**src/rtl/command_pkg.sv**
```systemverilog
// Shared types and helpers for the command scheduler.
// The scheduler top and its round-robin picker both use them.
package command_pkg;
    localparam int CMD_WIDTH = 16;

    typedef logic [CMD_WIDTH-1:0] cmd_word_t;

    typedef enum logic {
        S_EMPTY = 1'b0,
        S_FULL  = 1'b1
    } sched_state_t;

    function automatic int src_bits(input int n);
        return (n > 1) ? $clog2(n) : 1;
    endfunction
endpackage

```
**src/rtl/rr_pick.sv**
```systemverilog
// Finds the first set request bit at or after a start index.
// The search wraps modulo N.
module rr_pick
    import command_pkg::*;
#(
    parameter  int N  = 4,
    localparam int IW = src_bits(N)
) (
    input  logic [N-1:0]  req,
    input  logic [IW-1:0] start,
    output logic          found,
    output logic [IW-1:0] idx
);
    logic [IW-1:0] j;

    always_comb begin
        found = 1'b0;
        idx   = '0;
        j     = '0;
        for (int k = 0; k < N; k++) begin
            j = IW'((int'(start) + k) % N);
            if (!found && req[j]) begin
                found = 1'b1;
                idx   = j;
            end
        end
    end
endmodule

```
**src/rtl/command_scheduler.sv**
```systemverilog
// Round-robin drain of NUM_SRC fall-through command FIFOs into one registered
// valid/ready output, with a per-source burst limit.
module command_scheduler
    import command_pkg::*;
#(
    parameter  int NUM_SRC = 4,
    parameter  int WIDTH   = 16,
    parameter  int BURST   = 2,
    localparam int SB      = src_bits(NUM_SRC),
    localparam int CW      = $clog2(BURST + 1)
) (
    input  logic                       clk,
    input  logic                       rst,
    input  logic                       enable,
    input  logic [NUM_SRC-1:0]         src_empty,
    input  logic [NUM_SRC*WIDTH-1:0]   src_command,
    output logic [NUM_SRC-1:0]         src_read,
    output logic [WIDTH-1:0]           cmd_out,
    output logic [SB-1:0]              cmd_src,
    output logic                       cmd_valid,
    input  logic                       cmd_ready,
    output logic                       busy
);
    sched_state_t     state_q, state_d;
    logic [WIDTH-1:0] out_q, out_d;
    logic [SB-1:0]    src_q, src_d;
    logic [SB-1:0]    ptr_q, ptr_d;   // last winner; search resumes after it
    logic [CW-1:0]    cnt_q, cnt_d;   // 0 only before the first grant after reset

    logic [NUM_SRC-1:0] req;
    logic [SB-1:0]      start, pick_idx, winner;
    logic               pick_found, slot_free, keep_last, grant;

    assign req = ~src_empty;

    rr_pick #(.N(NUM_SRC)) u_pick (
        .req   (req),
        .start (start),
        .found (pick_found),
        .idx   (pick_idx)
    );

    always_comb begin
        slot_free = (state_q == S_EMPTY) || cmd_ready;
        keep_last = (cnt_q != '0) && req[ptr_q] && (cnt_q < CW'(BURST));
        if (cnt_q == '0)
            start = ptr_q;
        else
            start = (ptr_q == SB'(NUM_SRC - 1)) ? '0 : ptr_q + 1'b1;
        grant  = rst && enable && slot_free && (keep_last || pick_found);
        winner = keep_last ? ptr_q : pick_idx;

        src_read = '0;
        state_d  = state_q;
        out_d    = out_q;
        src_d    = src_q;
        ptr_d    = ptr_q;
        cnt_d    = cnt_q;
        if (grant) begin
            src_read[winner] = 1'b1;
            state_d = S_FULL;
            out_d   = src_command[int'(winner)*WIDTH +: WIDTH];
            src_d   = winner;
            ptr_d   = winner;
            // A sole non-empty source keeps winning; its count just saturates.
            if (cnt_q != '0 && winner == ptr_q)
                cnt_d = (cnt_q < CW'(BURST)) ? cnt_q + 1'b1 : cnt_q;
            else
                cnt_d = CW'(1);
        end else if (slot_free) begin
            state_d = S_EMPTY;
        end
    end

    always_ff @(posedge clk) begin
        if (!rst) begin
            state_q <= S_EMPTY;
            out_q   <= '0;
            src_q   <= '0;
            ptr_q   <= '0;
            cnt_q   <= '0;
        end else begin
            state_q <= state_d;
            out_q   <= out_d;
            src_q   <= src_d;
            ptr_q   <= ptr_d;
            cnt_q   <= cnt_d;
        end
    end

    assign cmd_out   = out_q;
    assign cmd_src   = src_q;
    assign cmd_valid = (state_q == S_FULL);
    assign busy      = cmd_valid || (|req);
endmodule
```
**config.mk**
```make
export PLATFORM = sky130hd
export DESIGN_NAME = command_scheduler
export DESIGN_NICKNAME = d
export VERILOG_FILES = /design/src/rtl/command_pkg.sv /design/src/rtl/rr_pick.sv /design/src/rtl/command_scheduler.sv
export SDC_FILE = /design/constraint.sdc
export NUM_CORES = 1
export LEC_CHECK = 0
export CAP_MARGIN = 0
export CORE_ASPECT_RATIO = 0.7
export CORE_MARGIN = 1
export CORE_UTILIZATION = 56
export CTS_CLUSTER_SIZE = 16
export DETAILED_ROUTE_END_ITERATION = 7
export DONT_BUFFER_PORTS = 1
export PLACE_DENSITY = 0.71
export SYNTH_ARGS = -nofsm -noshare
export SYNTH_HDL_FRONTEND = slang
export SYNTH_SLANG_ARGS = --single-unit
```
**constraint.sdc**
```tcl
create_clock -name clk -period 8.5 [get_ports clk]
set_input_delay 1.7 -clock clk [delete_from_list [all_inputs] [get_ports clk]]
set_output_delay 1.7 -clock clk [all_outputs]
set_load 0.03 [all_outputs]
```
* After elaboration in Yosys (flattened, before gate mapping)
Index checks and enable logic that the tools add are counted.
** Storage, ports and cells
- Output and inout bits :: 24
- Word-level logic and storage cells :: 72
- Register bits after elaboration :: 21
- Input bits :: 72
** Operators by class
- Bitwise operators :: 2
- Shift-type cells :: 1
- Order comparisons :: 8
- Multiplexer cells :: 28
- Reductions and logical operators :: 21
- Eq/ne operators :: 3
- $add $sub $neg :: 5
** Operators with widths (count)
- $shiftx 64x7->16 :: 1
- $lt 2x3->1 const B :: 6
- $mux 2 :: 9
- $mux 1 :: 12
- $bmux 1 s2 :: 5
- $logic_and 1x1->1 :: 10
- $add 2x1->2 const B :: 3
- $add 2x2->2 const B :: 2
- $mux 4 :: 1
- $not 4->4 :: 1
- $reduce_bool 2->1 :: 2
- $reduce_or 4->1 :: 1
- $logic_not 1->1 :: 3
- $logic_or 1x1->1 :: 3
- $demux 1 s2 :: 1
- $eq 2x2->1 :: 1
- $eq 2x2->1 const B :: 1
- $ge 2x1->1 const B :: 1
- $logic_not 2->1 :: 1
- $lt 2x2->1 const B :: 1
- $ne 2x1->1 const B :: 1
- $reduce_and 2->1 :: 1
- $not 1->1 :: 1

* Logic depth before layout (Yosys ltp)
Gate-level depths: netlist of the first run.
- Depth in word-level cells :: 21
- Mapped depth :: 10
- Mapped depth without buffers :: 8

* Modules after synthesis
From an unflattened synthesis of the first run, not the netlist that was laid out.
** Unflattened totals
- Cell total of the unflattened synthesis :: 166
- Area total of the unflattened synthesis :: 1475.2 µm²
** By module, submodules not included
- command_scheduler :: times used 1, area each 1397.6 µm², cells each 151, seq. area each 420.4 µm²
- rr_pick :: times used 1, area each 77.6 µm², cells each 15, seq. area each 0.0 µm²

* Least setup slack after synthesis of the first run
Ideal clock, no wire load.
- Kind :: input-to-output
- Start :: input src_empty[3]
- End :: output src_read[0]
- Stages :: 8
- Arrival :: 3682 ps
- Data required time :: 6800 ps
- Buffers on the path :: 3
- Slack :: 3118 ps
- Cell sequence :: mux4_2 or3_1 buf_2 a32o_1 or2_1 buf_6 buf_6 nor2_1
** On the way
- Cells in the longest elaborated chain, start to end :: 19
- Elaborated cells on any way between the ends :: 36
- Classes of those cells :: order compare (2); mux (22); bitwise (1); reduce/logical (11)
** RTL lines
- start, declared :: line command_scheduler.sv:15 : input logic [NUM_SRC-1:0] src_empty,
- $not 4->4 * :: line command_scheduler.sv:34 : assign req = ~src_empty;
- $bmux 1 s2 :: line rr_pick.sv:22 : if (!found && req[j]) begin
- $mux 1 (not written as such) :: line rr_pick.sv:22
- $mux 1 :: line rr_pick.sv:22
- $logic_not 1->1 :: line rr_pick.sv:22
- $logic_and 1x1->1 :: line rr_pick.sv:22
- $mux 1 :: line rr_pick.sv:22
- $logic_not 1->1 :: line rr_pick.sv:22
- [... 3 more ...]
- $logic_and 1x1->1 :: line rr_pick.sv:22
- $mux 2 :: line rr_pick.sv:22
- $mux 2 :: line command_scheduler.sv:51 : winner = keep_last ? ptr_q : pick_idx;
- $lt 2x3->1 (not written as such) or $ge 2x1->1 (tied branches) :: line command_scheduler.sv:60 : src_read[winner] = 1'b1;
- $logic_and 1x1->1 (not written as such) :: line command_scheduler.sv:60
- $mux 1 (not written as such) :: line command_scheduler.sv:60
- $demux 1 s2 :: line command_scheduler.sv:60
- $mux 4 * :: line command_scheduler.sv:59 : if (grant) begin
- end, declared :: line command_scheduler.sv:17 : output logic [NUM_SRC-1:0] src_read,
Mark *: on every way between the ends. The rest lies on a longest branch, timed or not. The select of a mux whose other input is x is not followed.

* Worst setup path in the final report of the first run
- Start :: input src_empty[3]
- End :: output src_read[1]
The elaborated chain is that of the path after synthesis.

==> impl_metrics.prom, run 1 <==
# TYPE chip_impl_metric gauge
chip_impl_metric{name="worstSkewPairLatency",unit="ns"} 0.25
chip_impl_metric{name="synthesis_to_layout_area_growth",unit="%"} -0.505
chip_impl_metric{name="final_hold_viol_count",unit=""} 0
chip_impl_info{name="grt_setup_unrepaired",value="false"} 1
chip_impl_metric{name="final.min_clock_period",unit="ns"} 5.55
chip_impl_metric{name="ys_async_sr_fraction",unit="%"} 0
chip_impl_metric{name="skew",unit="ns"} 0.00270
chip_impl_info{name="clock_tree_from_tritoncts",value="yes"} 1
chip_impl_metric{name="detail_route.first_pass.iterations",unit=""} 5
chip_impl_metric{name="initial_core_util",unit="%"} 59.6
chip_impl_metric{name="place_area",unit="mm²"} 0.00143
chip_impl_metric{name="crit_share_post_route",unit="%"} 65.3
chip_impl_metric{name="final-max-slew-violation-count",unit=""} 0
chip_impl_metric{name="fin_util",unit="%"} 59.3
chip_impl_metric{name="detailed_place_hpwl",unit="µm"} 2520
chip_impl_metric{name="clock-sinks",unit=""} 21
chip_impl_info{name="cp-end-kind",value="primary output"} 1
chip_impl_metric{name="report.final.setup_viol",unit=""} 0
chip_impl_metric{name="drt-initial-drc-count",unit=""} 42
chip_impl_metric{name="via_per_inst",unit=""} 6.76
chip_impl_metric{name="met1_global_route_usage",unit="%"} 26.3
chip_impl_metric{name="arrival",unit="ns"} 3.85
chip_impl_metric{name="placeableCoreArea",unit="mm²"} 0.00250
chip_impl_metric{name="switching_power",unit="mW"} 0.104
chip_impl_info{name="synth_top_flop_cell",value="sky130_fd_sc_hd__dfxtp_1"} 1
chip_impl_metric{name="p_int",unit="mW"} 0.178
chip_impl_metric{name="p_comb_share",unit="%"} 26.4
chip_impl_info{name="grt-busiest-layer",value="met2"} 1
chip_impl_metric{name="floorplan.rows",unit=""} 15
chip_impl_metric{name="synth_largest_type_area_fraction",unit="%"} 28.3
chip_impl_info{name="timing.critical_path.from_type",value="input pin"} 1
chip_impl_metric{name="max_cap_violations",unit=""} 0
chip_impl_info{name="synth.top_cells.by_area",value="sky130_fd_sc_hd__dfxtp_1 (28%), sky130_fd_sc_hd__mux2i_1 (23%), sky130_fd_sc_hd__o221ai_1 (9.4%), sky130_fd_sc_hd__nand2_1 (5.8%), sky130_fd_sc_hd__buf_6 (5.3%)"} 1
chip_impl_metric{name="maxClockFrequency",unit="MHz"} 180
chip_impl_metric{name="synth.lib_cells_used.distinct",unit=""} 39
chip_impl_info{name="status",value="completed"} 1
chip_impl_metric{name="post_route_cells_drive_above_1_share",unit="%"} 5.33
chip_impl_metric{name="cts.reportedPaths.clkPinSlew",unit="ns"} 0.07
chip_impl_metric{name="io_pins",unit=""} 96
chip_impl_metric{name="antenna_violations_before_repair",unit=""} 0
chip_impl_metric{name="edff_count_synth",unit=""} 0
chip_impl_metric{name="num_vias",unit=""} 1244
chip_impl_metric{name="yosysSeqAreaShare",unit="%"} 28.3
chip_impl_info{name="post-synth-top-area-cell",value="sky130_fd_sc_hd__dfxtp_1"} 1
chip_impl_metric{name="yosysWarningCount",unit=""} 0
chip_impl_metric{name="n_antenna_cell",unit=""} 0
chip_impl_metric{name="fp.dieW",unit="µm"} 63.6
chip_impl_metric{name="final_worst_setup_slack",unit="ns"} 2.95
chip_impl_metric{name="grt_overflow",unit=""} 0
chip_impl_metric{name="finalHoldWorstSlack",unit="ns"} 0.493
chip_impl_metric{name="use_met2",unit="%"} 37.2
chip_impl_metric{name="dpl_worst_slack",unit="ns"} 2.96
chip_impl_metric{name="cts_post_setup_buffers_inserted",unit=""} 0
chip_impl_metric{name="grt_max_degree",unit=""} 37
chip_impl_metric{name="finalInstanceArea",unit="mm²"} 0.00148
chip_impl_metric{name="avgSynthCellArea",unit="µm²"} 9.48
chip_impl_metric{name="sw_frac_of_total",unit="%"} 36.8
chip_impl_metric{name="transition_time_at_the_pin_with_the_least_slew_margin",unit="ns"} 1.05
chip_impl_metric{name="track_usage",unit="%"} 21.6
chip_impl_metric{name="via_count_of_the_first_global_routing_pass",unit=""} 1054
chip_impl_metric{name="route.antenna.remaining_nets",unit=""} 0
chip_impl_metric{name="fin_setup_tns",unit="ns"} 0
chip_impl_metric{name="vdd.ir_drop.worst",unit="mV"} 0.139
chip_impl_metric{name="cts-hold-fix-buffers",unit=""} 0
chip_impl_metric{name="grt_first_pass_wirelength",unit="µm"} 4770
chip_impl_metric{name="power.share.sequential",unit="%"} 51.3
chip_impl_metric{name="die_height",unit="µm"} 45.1
chip_impl_info{name="hold_class",value="reg -> reg"} 1
chip_impl_metric{name="syn_inst_count",unit=""} 157
chip_impl_metric{name="met3_usage",unit="%"} 7.32
chip_impl_metric{name="tritoncts.num_buffers",unit=""} 3
chip_impl_metric{name="postCtsResizedCells",unit=""} 0
chip_impl_metric{name="floorplan.die_area",unit="mm²"} 0.00287
chip_impl_metric{name="htreeDepth",unit=""} 1
chip_impl_metric{name="routed_wire_length_per_instance",unit="µm"} 17.9
chip_impl_metric{name="power_density",unit="mW/mm²"} 190
chip_impl_metric{name="critPathMaxFanout",unit=""} 18
chip_impl_metric{name="total_leakage_power",unit="nW"} 0.565
chip_impl_metric{name="share_clk_of_total_power",unit="%"} 22.2
chip_impl_metric{name="maxSlewHeadroom",unit="%"} 29.7
chip_impl_metric{name="synth_area",unit="mm²"} 0.00149
chip_impl_metric{name="gp_routability_congestion",unit=""} 0.941
chip_impl_info{name="cts_root_buffer",value="sky130_fd_sc_hd__clkbuf_8"} 1
chip_impl_metric{name="io_buffers",unit=""} 0
chip_impl_metric{name="drc",unit=""} 0
chip_impl_info{name="critical_path_class",value="in -> out"} 1
chip_impl_metric{name="mappedNetlistNets",unit=""} 231
chip_impl_metric{name="cts_max_path_buffers",unit=""} 2
chip_impl_metric{name="ys_ff_latch",unit=""} 21
chip_impl_metric{name="required",unit="ns"} 6.80
chip_impl_metric{name="final_nets",unit=""} 225
chip_impl_metric{name="detail_route.wirelength",unit="µm"} 3290
==> critical path: stages <==
cell                      delay [ns]
sky130_fd_sc_hd__mux4_2         0.44
sky130_fd_sc_hd__or3_1          0.42
sky130_fd_sc_hd__a32o_1         0.28
sky130_fd_sc_hd__or2_1          0.44
sky130_fd_sc_hd__nor2b_1        0.56
==> flip-flops by register name, indices dropped and copies added (netlist names) <==
name	count
cmd_out	16
ptr_q	2
cnt_q	2
cmd_valid	1
==> worst paths after layout <==
path                              start                  endpoint  slack (ns)  depth (start not counted)
setup / recovery           src_empty[3]               src_read[1]        2.95                          5
hold / removal    cnt_q[0]$_SDFFE_PN0P_     cnt_q[0]$_SDFFE_PN0P_        0.49                          1
setup reg to reg  ptr_q[0]$_SDFFE_PN0P_  cmd_out[11]$_SDFFE_PN0P_        5.30                          7
hold reg to reg   cnt_q[0]$_SDFFE_PN0P_     cnt_q[0]$_SDFFE_PN0P_        0.49                          1
==> cell usage after synthesis, types with 2 or more instances <==
| cell type | n |
|---|---|
| sky130_fd_sc_hd__dfxtp_1 | 21 |
| sky130_fd_sc_hd__inv_1 | 3 |
| sky130_fd_sc_hd__mux2i_1 | 34 |
| sky130_fd_sc_hd__a21oi_1 | 2 |
| sky130_fd_sc_hd__nor3_1 | 2 |
| sky130_fd_sc_hd__nor2_1 | 5 |
| sky130_fd_sc_hd__nor2b_1 | 2 |
| sky130_fd_sc_hd__nand2_1 | 23 |
| sky130_fd_sc_hd__clkbuf_1 | 2 |
| sky130_fd_sc_hd__and2_1 | 2 |
| sky130_fd_sc_hd__nand2b_1 | 4 |
| sky130_fd_sc_hd__a2111oi_0 | 3 |
| sky130_fd_sc_hd__buf_2 | 2 |
| sky130_fd_sc_hd__ha_1 | 2 |
| sky130_fd_sc_hd__or3_1 | 5 |
| sky130_fd_sc_hd__buf_6 | 7 |
| sky130_fd_sc_hd__o221ai_1 | 16 |
==> power groups by stage <==
stage | registers [mW] | clock network (mW) | logic [mW]
finish | 0.144 | 0.0626 | 0.0744
global route | 0.146 | 0.0706 | 0.0814
CTS | 0.145 | 0.0653 | 0.0747
detailed placement | 0.147 | 0 | 0.0747
global placement | 0.146 | 0 | 0.0715
floorplan | 0.143 | 0 | 0.0736
==> cell families after synthesis <==
family,after synthesis,share of synthesized area [%]
xor+xnor,1,0.589
buf+inv,14,7.23
simple gates,51,17.1
compound gates,31,18.8
fa+ha+maj,2,1.68
mux,37,26.3
flops,21,28.3
==> layout make-up <==
type                            count  area [µm²]
Fill cell                         233        1020
Multi-Input combinational cell    122         960
Sequential cell                    21         420
Tap cell                           34        42.5
Clock buffer                        3        41.3
Inverter                            3        11.3
Clock inverter                      1        5.00
==> metrics by stage <==
stage                     total power [mW]  std cells
after floorplan                      0.217        157
after detailed placement             0.221        180
after global routing                 0.298        184
after global placement               0.218        180
after CTS                            0.285        184
final                                0.281        184
==> cells in the final DEF (no fill, tap or decap), types with 2 or more instances in the layout <==
cell type / n
sky130_fd_sc_hd__a2111oi_0: 3
sky130_fd_sc_hd__a21oi_1: 2
sky130_fd_sc_hd__and2_1: 2
sky130_fd_sc_hd__clkbuf_8: 3
sky130_fd_sc_hd__dfxtp_1: 21
sky130_fd_sc_hd__ha_1: 2
sky130_fd_sc_hd__inv_1: 3
sky130_fd_sc_hd__mux2i_1: 34
sky130_fd_sc_hd__nand2_1: 23
sky130_fd_sc_hd__nand2b_1: 4
sky130_fd_sc_hd__nor2_1: 5
sky130_fd_sc_hd__nor2b_1: 2
sky130_fd_sc_hd__nor3_1: 2
sky130_fd_sc_hd__o221ai_1: 16
sky130_fd_sc_hd__or3_1: 5
==> layer usage <==
layer | wire length [µm] | up-vias
met2 | 1640 | 75
met5 | 0 | -
met1 | 1320 | 572
met3 | 310 | 4
li1 | - | 593
met4 | 24 | 0
No activity file was read; power rests on OpenSTA's default activity.
==> inputs of run 2 (changes only) <==
Settings changed: PLACE_DENSITY 0.71 to 0.74.
Clock period 8.5 ns to 4.62 ns, I/O delays scaled along.
==> run 2 against run 1 <==
Against the previous run:
- highest routed layer unchanged
- non-clock buffer count increased by 2
- clock skew decreased by 0.00058 ns
- register-to-register slack got worse by 3.8 ns
- hold slack improved by 0.025 ns
- critical path depth increased by 1
- sequential share of layout area decreased by 0.26 points
- routed wire length decreased by 1.6%
==> impl_metrics.prom, run 2 (same netlist as run 1, synthesis figures left out) <==
# TYPE chip_impl_metric gauge
chip_impl_metric{name="drt-initial-drc-count",unit=""} 56
chip_impl_metric{name="total_leakage_power",unit="nW"} 0.572
chip_impl_metric{name="floorplan.die_area",unit="mm²"} 0.00287
chip_impl_metric{name="drc",unit=""} 0
chip_impl_metric{name="final-max-slew-violation-count",unit=""} 0
chip_impl_metric{name="finalHoldWorstSlack",unit="ns"} 0.518
chip_impl_metric{name="io_buffers",unit=""} 0
chip_impl_metric{name="dpl_worst_slack",unit="ns"} 0.591
chip_impl_metric{name="tritoncts.num_buffers",unit=""} 3
chip_impl_metric{name="track_usage",unit="%"} 21.8
chip_impl_metric{name="gp_routability_congestion",unit=""} 0.911
chip_impl_info{name="timing.critical_path.from_type",value="flip-flop"} 1
chip_impl_metric{name="timing.critical_path.buf_inv",unit=""} 0
chip_impl_metric{name="cts_post_setup_buffers_inserted",unit=""} 0
chip_impl_info{name="clock_tree_from_tritoncts",value="yes"} 1
chip_impl_metric{name="grt_max_degree",unit=""} 37
chip_impl_info{name="cp_top_family",value="simple AND/OR/NAND/NOR gates"} 1
chip_impl_metric{name="finalInstanceArea",unit="mm²"} 0.00149
chip_impl_metric{name="skew",unit="ns"} 0.00212
chip_impl_metric{name="place_area",unit="mm²"} 0.00145
chip_impl_metric{name="clock-sinks",unit=""} 21
chip_impl_metric{name="maxSlewHeadroom",unit="%"} 29.1
chip_impl_info{name="grt_setup_unrepaired",value="false"} 1
chip_impl_metric{name="die_height",unit="µm"} 45.1
chip_impl_metric{name="timing.reg2reg.setup_slack",unit="ns"} 1.45
chip_impl_metric{name="detailed_place_hpwl",unit="µm"} 2480
chip_impl_metric{name="power.share.sequential",unit="%"} 50.7
chip_impl_metric{name="maxClockFrequency",unit="MHz"} 230
chip_impl_metric{name="fillers",unit=""} 229
chip_impl_metric{name="route.antenna.remaining_nets",unit=""} 0
chip_impl_metric{name="io_pins",unit=""} 96
chip_impl_metric{name="grt_overflow",unit=""} 0
chip_impl_metric{name="switching_power",unit="mW"} 0.189
chip_impl_metric{name="multiInputGateArea",unit="µm²"} 960
chip_impl_metric{name="critPathMaxFanout",unit=""} 36
chip_impl_metric{name="postCtsResizedCells",unit=""} 0
chip_impl_metric{name="required",unit="ns"} 3.70
chip_impl_metric{name="placed_cells_incl_taps",unit=""} 182
chip_impl_info{name="layout_commonest_cell",value="sky130_fd_sc_hd__mux2i_1"} 1
chip_impl_metric{name="cts.reportedPaths.clkPinSlew",unit="ns"} 0.07
chip_impl_metric{name="slowest_delay",unit="ns"} 0.70
chip_impl_metric{name="sw_frac_of_total",unit="%"} 36.4
chip_impl_metric{name="post_layout_nonfiller_instances",unit=""} 186
chip_impl_info{name="hold_class",value="reg -> reg"} 1
chip_impl_metric{name="placeableCoreArea",unit="mm²"} 0.00250
chip_impl_metric{name="fp.dieW",unit="µm"} 63.6
chip_impl_metric{name="power_density",unit="mW/mm²"} 347
chip_impl_metric{name="detail_route.wirelength",unit="µm"} 3240
chip_impl_metric{name="max_cap_violations",unit=""} 0
chip_impl_metric{name="share_clk_of_total_power",unit="%"} 22.3
chip_impl_metric{name="final_nets",unit=""} 227
chip_impl_metric{name="num_vias",unit=""} 1275
chip_impl_metric{name="worstSkewPairLatency",unit="ns"} 0.25
chip_impl_metric{name="fin_util",unit="%"} 59.8
chip_impl_metric{name="final.min_clock_period",unit="ns"} 4.34
chip_impl_info{name="critical_path_class",value="reg -> out"} 1
chip_impl_metric{name="final_hold_viol_count",unit=""} 0
chip_impl_metric{name="synthesis_to_layout_area_growth",unit="%"} 0.420
chip_impl_metric{name="final_worst_setup_slack",unit="ns"} 0.275
chip_impl_info{name="status",value="completed"} 1
chip_impl_metric{name="transition_time_at_the_pin_with_the_least_slew_margin",unit="ns"} 1.06
chip_impl_metric{name="htreeDepth",unit=""} 1
chip_impl_metric{name="floorplan.rows",unit=""} 15
chip_impl_metric{name="arrival",unit="ns"} 3.42
chip_impl_metric{name="fin_setup_tns",unit="ns"} 0
chip_impl_metric{name="detail_route.first_pass.iterations",unit=""} 4
chip_impl_info{name="cts_root_buffer",value="sky130_fd_sc_hd__clkbuf_8"} 1
chip_impl_metric{name="routed_wire_length_per_instance",unit="µm"} 17.4
chip_impl_metric{name="cts_max_path_buffers",unit=""} 2
chip_impl_info{name="cp-end-kind",value="primary output"} 1
chip_impl_info{name="timing.critical_path.cells",value="ha_1 -> mux2i_2 -> nor4b_1 -> a2111oi_4 -> mux2_4 -> nor2_1"} 1
chip_impl_metric{name="via_count_of_the_first_global_routing_pass",unit=""} 1090
chip_impl_metric{name="design_power_total",unit="mW"} 0.519
chip_impl_metric{name="antenna_violations_before_repair",unit=""} 0
chip_impl_info{name="critical-path-slowest-cell",value="sky130_fd_sc_hd__dfxtp_1"} 1
chip_impl_metric{name="via_per_inst",unit=""} 6.85
chip_impl_metric{name="crit_share_post_route",unit="%"} 94.0
chip_impl_metric{name="report.final.setup_viol",unit=""} 0
chip_impl_metric{name="post_route_cells_drive_above_1_share",unit="%"} 5.92
chip_impl_metric{name="n_antenna_cell",unit=""} 0
chip_impl_metric{name="vdd.ir_drop.worst",unit="mV"} 0.209
chip_impl_metric{name="cts-hold-fix-buffers",unit=""} 0
chip_impl_metric{name="max_ffs_per_register",unit=""} 16
chip_impl_metric{name="final-seq-area",unit="µm²"} 420
chip_impl_metric{name="initial_core_util",unit="%"} 59.6
chip_impl_metric{name="grt_first_pass_wirelength",unit="µm"} 4840
chip_impl_metric{name="p_int",unit="mW"} 0.330
chip_impl_metric{name="p_comb_share",unit="%"} 27.0
chip_impl_info{name="layout.cells.most_common_list",value="sky130_fd_sc_hd__mux2i_1 (34), sky130_fd_sc_hd__nand2_1 (23), sky130_fd_sc_hd__dfxtp_1 (21)"} 1
==> run 2: cell count changes in the layout (fill, tap and decap cells not counted), sizes merged <==
cell,delta
buf,+2
clkbuf,+1
clkinv,-1
==> run 2: power by group through the flow <==
stage / registers [mW] / clock network [mW] / logic (mW)
after floorplan: 0.263 / 0 / 0.135
after global placement: 0.266 / 0 / 0.134
after detailed placement: 0.267 / 0 / 0.141
after CTS: 0.263 / 0.119 / 0.140
after global routing: 0.266 / 0.126 / 0.153
final: 0.263 / 0.116 / 0.140
==> run 2: final timing paths <==
kind,end,start,cells past startpoint
worst max register to register,cmd_out[4]$_SDFFE_PN0P_,ptr_q[1]$_SDFFE_PN0P_,7
worst max-delay path,src_read[2],ptr_q[1]$_SDFFE_PN0P_,6
worst min register to register,cnt_q[0]$_SDFFE_PN0P_,cnt_q[0]$_SDFFE_PN0P_,1
worst min-delay path,cnt_q[0]$_SDFFE_PN0P_,cnt_q[0]$_SDFFE_PN0P_,1
==> run 2: final cells by class <==
cell class	instances	share of cell area (%)
sequential	21	28.1
multi-input combinational	122	64.2
clock buffer	4	3.02
timing repair buffer	2	1.01
inverter	3	0.754
tap	34	2.85
==> run 2: per-layer routing <==
layer  track usage (%)  part of all wire, %  vias up
met2              38.5                   48       80
met5                 0                    0        -
met4              5.45                  1.3        0
li1                  -                    -      598
met1              26.2                   41      589
met3              6.82                  9.1        8
